**src/rtl/ram_arb_256x11.sv**
```systemverilog
// ram_arb_256x11: two requesters share one single-port DEPTH x WIDTH memory.
// A combinational round-robin arbiter grants one requester per cycle. The
// granted access commits on the same rising edge. Reads return registered
// data one cycle later, together with a one-cycle rvalid pulse.
// Out-of-range addresses never touch the memory. They set a sticky error
// flag for the requester that issued them.
module ram_arb_256x11 #(
  parameter int WIDTH = 256,
  parameter int DEPTH = 11,
  parameter int AW    = 4
) (
  input  logic             clk,
  input  logic             rst,
  input  logic             reqA,
  input  logic             reqB,
  input  logic             weA,
  input  logic             weB,
  input  logic [AW-1:0]    addrA,
  input  logic [AW-1:0]    addrB,
  input  logic [WIDTH-1:0] dinA,
  input  logic [WIDTH-1:0] dinB,
  output logic             gntA,
  output logic             gntB,
  output logic [WIDTH-1:0] doutA,
  output logic [WIDTH-1:0] doutB,
  output logic             rvalidA,
  output logic             rvalidB,
  output logic             errA,
  output logic             errB
);

  // One extra bit, so the limit still fits when DEPTH == 2**AW.
  localparam logic [AW:0] DEPTH_LIM = (AW+1)'(DEPTH);

  logic [WIDTH-1:0] mem [DEPTH];

  // Round-robin pointer: 1 = B was granted most recently, so A wins the next tie.
  logic             last_b;

  logic             sel_we;
  logic [AW-1:0]    sel_addr;
  logic [WIDTH-1:0] sel_din;
  logic             sel_in_range;
  logic             any_gnt;

  // Arbitration: a lone request wins at once, a tie goes to the side not served last.
  always_comb begin
    // NOTE: every always_comb output gets a default first, so no path can infer a latch.
    gntA = 1'b0;
    gntB = 1'b0;
    if (!rst) begin
      gntA = reqA && (!reqB || last_b);
      gntB = reqB && (!reqA || !last_b);
    end
  end

  // Mux the winning requester's command onto the shared memory port.
  always_comb begin
    sel_we   = 1'b0;
    sel_addr = '0;
    sel_din  = '0;
    if (gntA) begin
      sel_we   = weA;
      sel_addr = addrA;
      sel_din  = dinA;
    end else if (gntB) begin
      sel_we   = weB;
      sel_addr = addrB;
      sel_din  = dinB;
    end
    sel_in_range = {1'b0, sel_addr} < DEPTH_LIM;
    any_gnt      = gntA || gntB;
  end

  // Memory write port; an out-of-range write is dropped.
  // NOTE: the storage array has no reset; its contents stay undefined until written.
  always_ff @(posedge clk) begin
    if (any_gnt && sel_we && sel_in_range) begin
      mem[sel_addr] <= sel_din;
    end
  end

  // Pointer, registered read data, read-valid pulses and sticky error flags.
  // NOTE: sequential state uses non-blocking assignments only, so every register
  // samples pre-edge values and simulation matches the synthesized flops.
  always_ff @(posedge clk or posedge rst) begin
    if (rst) begin
      last_b  <= 1'b1;
      doutA   <= '0;
      doutB   <= '0;
      rvalidA <= 1'b0;
      rvalidB <= 1'b0;
      errA    <= 1'b0;
      errB    <= 1'b0;
    end else begin
      rvalidA <= gntA && !weA;
      rvalidB <= gntB && !weB;
      if (any_gnt) begin
        last_b <= gntB;
      end
      if (gntA && !weA) begin
        doutA <= sel_in_range ? mem[sel_addr] : '0;
      end
      if (gntB && !weB) begin
        doutB <= sel_in_range ? mem[sel_addr] : '0;
      end
      if (gntA && !sel_in_range) begin
        errA <= 1'b1;
      end
      if (gntB && !sel_in_range) begin
        errB <= 1'b1;
      end
    end
  end

endmodule

```
**config.mk**
```make
export PLATFORM = sky130hd
export DESIGN_NAME = ram_arb_256x11
export DESIGN_NICKNAME = d
export VERILOG_FILES = /design/src/rtl/ram_arb_256x11.sv
export SDC_FILE = /design/constraint.sdc
export NUM_CORES = 2
export LEC_CHECK = 0
export BUFFER_PORTS_ARGS = -buffer_cell sky130_fd_sc_hd__clkbuf_2
export CAP_MARGIN = 40
export CELL_PAD_IN_SITES_DETAIL_PLACEMENT = 0
export CELL_PAD_IN_SITES_GLOBAL_PLACEMENT = 2
export CORE_ASPECT_RATIO = 0.9
export CORE_MARGIN = 2
export CORE_UTILIZATION = 46
export CTS_CLUSTER_DIAMETER = 40
export DETAILED_ROUTE_END_ITERATION = 7
export PLACE_DENSITY = 0.83
export SKIP_LAST_GASP = 1
export SYNTH_ARGS = -nofsm -noshare
export SYNTH_HDL_FRONTEND = slang
export SYNTH_SLANG_ARGS = --single-unit
```
**constraint.sdc**
```tcl
create_clock -name clk -period 27.9 [get_ports clk]
set_input_delay 5.58 -clock clk [delete_from_list [all_inputs] [get_ports clk]]
set_output_delay 5.58 -clock clk [all_outputs]
set_load 0.02 [all_outputs]
```
Word level (Yosys, flattened, before mapping)
Memory sizes are Yosys's and may differ from the RTL's. Cells that the tools add are included. Widths: inputs -> output; s select.

Order comparisons: 1. Mux-type cells: 11. Reduce and logical (&&, ||, !) cells: 17.

Operators with widths (number): $mux 256 (3); $logic_and 1x1->1 (8); $mux 4 (2); $logic_not 1->1 (6); $mux 1 (6); $lt 4x4->1 const B (1); $logic_or 1x1->1 (3).

Register bits: 517. Bits in writable memories: 2816. Input port bits: 526. Logic and storage cells: 37. Memories: 1.

Memories: mem (depth 11, width 256, rd ports 1, clocked after Yosys merged registers in 0, write ports 1, line 35) `logic [WIDTH-1:0] mem [DEPTH];`.

Logic depth before layout (Yosys ltp)
Depth in word-level cells: 10. Gate-level depth with buffers: 12. Mapped depth without buffers: 6.

Least setup slack after synthesis
OpenSTA, ideal clock, no wires.

Path kind: input-to-reg. From: input rst. To: memory mem[10][0], enable pin. Setup time: 0.879 ns. Arrival: 23.368 ns. Required time: 27.021 ns. Path slack: 3.653 ns. Stages on the path: 7. Path through: inv_2 and2_1 buf_6 buf_6 clkbuf_1 nand3_1 nor2_1.

Word-level cells in the longest chain between the ends: 7. Elaborated cells on any way between the ends: 12.

Ends and longest elaborated chain: start: declaration (line 13) `input logic rst,`; $mux 1 (line 51) `if (!rst) begin`; $mux 4 / $mux 1 (equally long branches) (line 66) `end else if (gntB) begin`; $mux 4 / $mux 1 (equally long branches) (line 62) `if (gntA) begin`; $lt 4x4->1 / $logic_and 1x1->1 (equally long branches) (line 71, 78); $logic_and 1x1->1 (line 78) `if (any_gnt && sel_we && sel_in_range) begin`; $mux 1 (line 78); $mux 1 (implied by the code) (line 79) `mem[sel_addr] <= sel_din;`; end: declaration (line 35).

Several ways; a longest one is shown, not always the timed one.

Worst setup path in the final report
From: input reqA. To: output gntA.

Word-level cells in the longest chain between the ends: 2.

Ends and longest elaborated chain: start: declaration (line 14) `input logic reqA,`; $logic_and 1x1->1 (line 52) `gntA = reqA && (!reqB || last_b);`; $mux 1 (line 51); end: declaration (line 22) `output logic gntA,`.

Every way passes these cells.

==> results.cfg <==
[placed_design]
place_hpwl_um = 223200
io_buffers = 1043
gp_congestion = 0.7973

[floorplan]
rows = 187
ioPinCount = 1044
die_w_um = 570.2
start_util = 0.4612
die_area_um2 = 292800
core-area_um2 = 287800
die_h_um = 513.6

[setup_path]
critPathRequiredTime_ns = 22.32
reg2regPathDepth = 11
ff2ff_setup_slack_ns = 21.76
worst_ep_arrival_time_ns = 7.02
regToRegStartpoint = last_b
path_max_fanout = 110
timing.critical_path.from_type = input port
critPathCaptureType = output port
cp-startpoint = reqA
critical_path_class = input port to output port
rr_endpoint = mem[10][102]

[clock_tree]
cts_sinks = 3333
clock_latency_ns = 0.90
tritoncts = done
cts_setup_buffers = 0
cts_max_path_buffers = 4
htreeDepth = 5
numCtsBuffers = 457
clkTransAtPathRegs_ns = 0.05
cts-root-buf = clkbuf_16
ctsHoldBuffers = 0
cts-resized-gates = 0

[power_and_ir_drop]
p_int_mw = 9.873
sw_frac_of_total = 0.2688
power_frac_clock = 0.442
finalPower_mw = 13.50
p_leak_nw = 56.60
switchingPower_mw = 3.630
combPwrFrac = 0.120
ir_worst_vdd_mv = 0.05438
seq_power_share = 0.439
power-per-cell-area_nw_per_um2 = 85.15

[finish]
final_common_cell = edfxtp_1
nets = 11300
mostFrequentLayoutCells = edfxtp_1 (2816), nand2_1 (1787), nor2_1 (1390)
drive_above_1_share = 0.2022
post-route-util = 0.5511
syn2layout_area_growth_pct = 19.49
fill_cells = 23240

[synth]
ys_ff_latch = 3333
synth.top_cell.area_share = 0.6371
post_synth.cell_area_avg_um2 = 13.50
synth_top_area_cell = edfxtp_1
ys_types = 42
synth_area_leaders = edfxtp_1 (64%), dfrtp_1 (9.7%), nand2_1 (5.1%)
async_flop_share = 0.1551
ys.flop_type = edfxtp_1
yosys_warnings = 0
synth_adder_area_share = 0
yosysSeqAreaShare = 0.7346
synth_compound_area_frac = 0.1200
netlist_area_um2 = 132700
synth_cells = 9829
synth_mux_area_frac = 0.02067
synth_top_family_by_area = compound AO/OA/AOI/OAI gates
syn_nets = 10360
synth_edf_count = 2816
synthSimpleGateAreaFrac = 0.09882
synthXorXnorAreaFrac = 0

[timing]
period_minus_slack_ns = 12.60
fmax_ghz = 0.07939
maxSlewHeadroom = 0.1434
finalCritPeriodShare = 0.4515
finClkSkew_ns = 0.07168
hold_viol = 0
rsz0062_at_grt = false
maxSlewViolCount = 0
fin_setup_tns_ns = 0
setup_viol = 0
worst_pin_slew_ns = 1.285

[route]
wl_per_cell_um = 26.50
drtIter0Drc = 9442
drcViolationCount = 0
via_per_inst = 5.963
ant_nets = 0
vias = 89140
drt-pass1-iter-count = 8
routed_wirelength_um = 396100

[outcome]
status = completed

[hold_path]
hp-start = errA
hold_end = errA
hp-class = register to register
hold_depth = 1

[global_routing]
busiest_layer = met2
grt_overflow = 0
gr-usage-met2 = 0.4192
grt_usage = 0.2633
grt_pass1_wl_um = 580900
grt_pass1_vias = 86580
antenna_found_initial = 6
grt_start_max_net_pins = 191
use_met1 = 0.3782
use_met3 = 0.03916

[job]
maxCapViolCount = 0
==> layout make-up <==
type	count	area, um2	area share
clock inverter	316	3826	0.02413
timing repair buffer	1283	8329	0.05252
sequential	3333	97500	0.6148
multi-input combinational	5691	32020	0.2019
antenna	2	5.005	0.00003156
tap	3780	4730	0.02982
inverter	4	37.54	0.0002367
clock buffer	541	12150	0.07659
==> registers in the layout, summed over array words and instances (netlist names) <==
name and cells:
doutA 256, errB 1, rvalidA 1, doutB 256
mem 2816, last_b 1, rvalidB 1, errA 1
==> worst max-delay path: stages <==
cell and delay (ns):
clkbuf_2 0.29, inv_1 0.14, nor3_4 0.23, buf_12 0.45, clkbuf_2 0.28
==> how the worst max path moves through the flow <==
stage,depth (start not counted),to,slack (ns)
2_1_floorplan,7,mem[10][0],3.65
3_3_place_gp,5,gntA,15.30
3_5_place_dp,5,gntA,15.29
4_1_cts,5,gntA,15.29
5_1_grt,5,gntA,15.17
6_report,5,gntA,15.30
==> logic make-up after synthesis <==
family / count (synthesis)
compound gates: 2065
mux: 254
simple gates: 3372
flops: 3333
buf+inv: 805
==> power groups by stage <==
stage | clock (mW) | sequential (mW) | combinational (mW)
final | 5.97 | 5.92 | 1.61
after global routing | 6.24 | 5.94 | 1.74
after CTS | 6.04 | 5.92 | 1.62
after detailed placement | 0 | 6.01 | 1.61
after global placement | 0 | 6.01 | 1.55
after floorplan | 0 | 6.21 | 0.668
==> per-stage QoR <==
stage / setup slack [ns] / hold WS, ns / instances / instance area, um2
after floorplan: 3.653 / 0.5017 / 9829 / 132700
after global placement: 15.30 / 0.4587 / 14000 / 140900
after detailed placement: 15.29 / 0.4628 / 14090 / 142600
after CTS: 15.29 / 0.4743 / 14950 / 158600
after global routing: 15.17 / 0.4951 / 14950 / 158600
final: 15.30 / 0.4701 / 14950 / 158600
==> synth_stat cells (all sizes together) (2+ instances only) <==
master,count
nor4,95
nor3,3
a32o,4
o21ai,324
a21oi,286
a221o,161
a2111oi,380
inv,3
dfrtp,516
nand3,5
clkbuf,482
nor2b,5
a32oi,97
edfxtp,2816
nand4,68
mux2,161
buf,319
nor2,1403
a22o,256
mux2i,93
a311oi,95
nand2,1789
o2111ai,365
o211ai,93
nand2b,2
a31o,2
==> routing by layer <==
layer  part of all wire  wire length [um]
met1               0.43            169800
met2               0.47            186600
met3              0.075             29550
met4              0.026             10180
met5           0.000028                11
(Power assumes the default switching activity.)
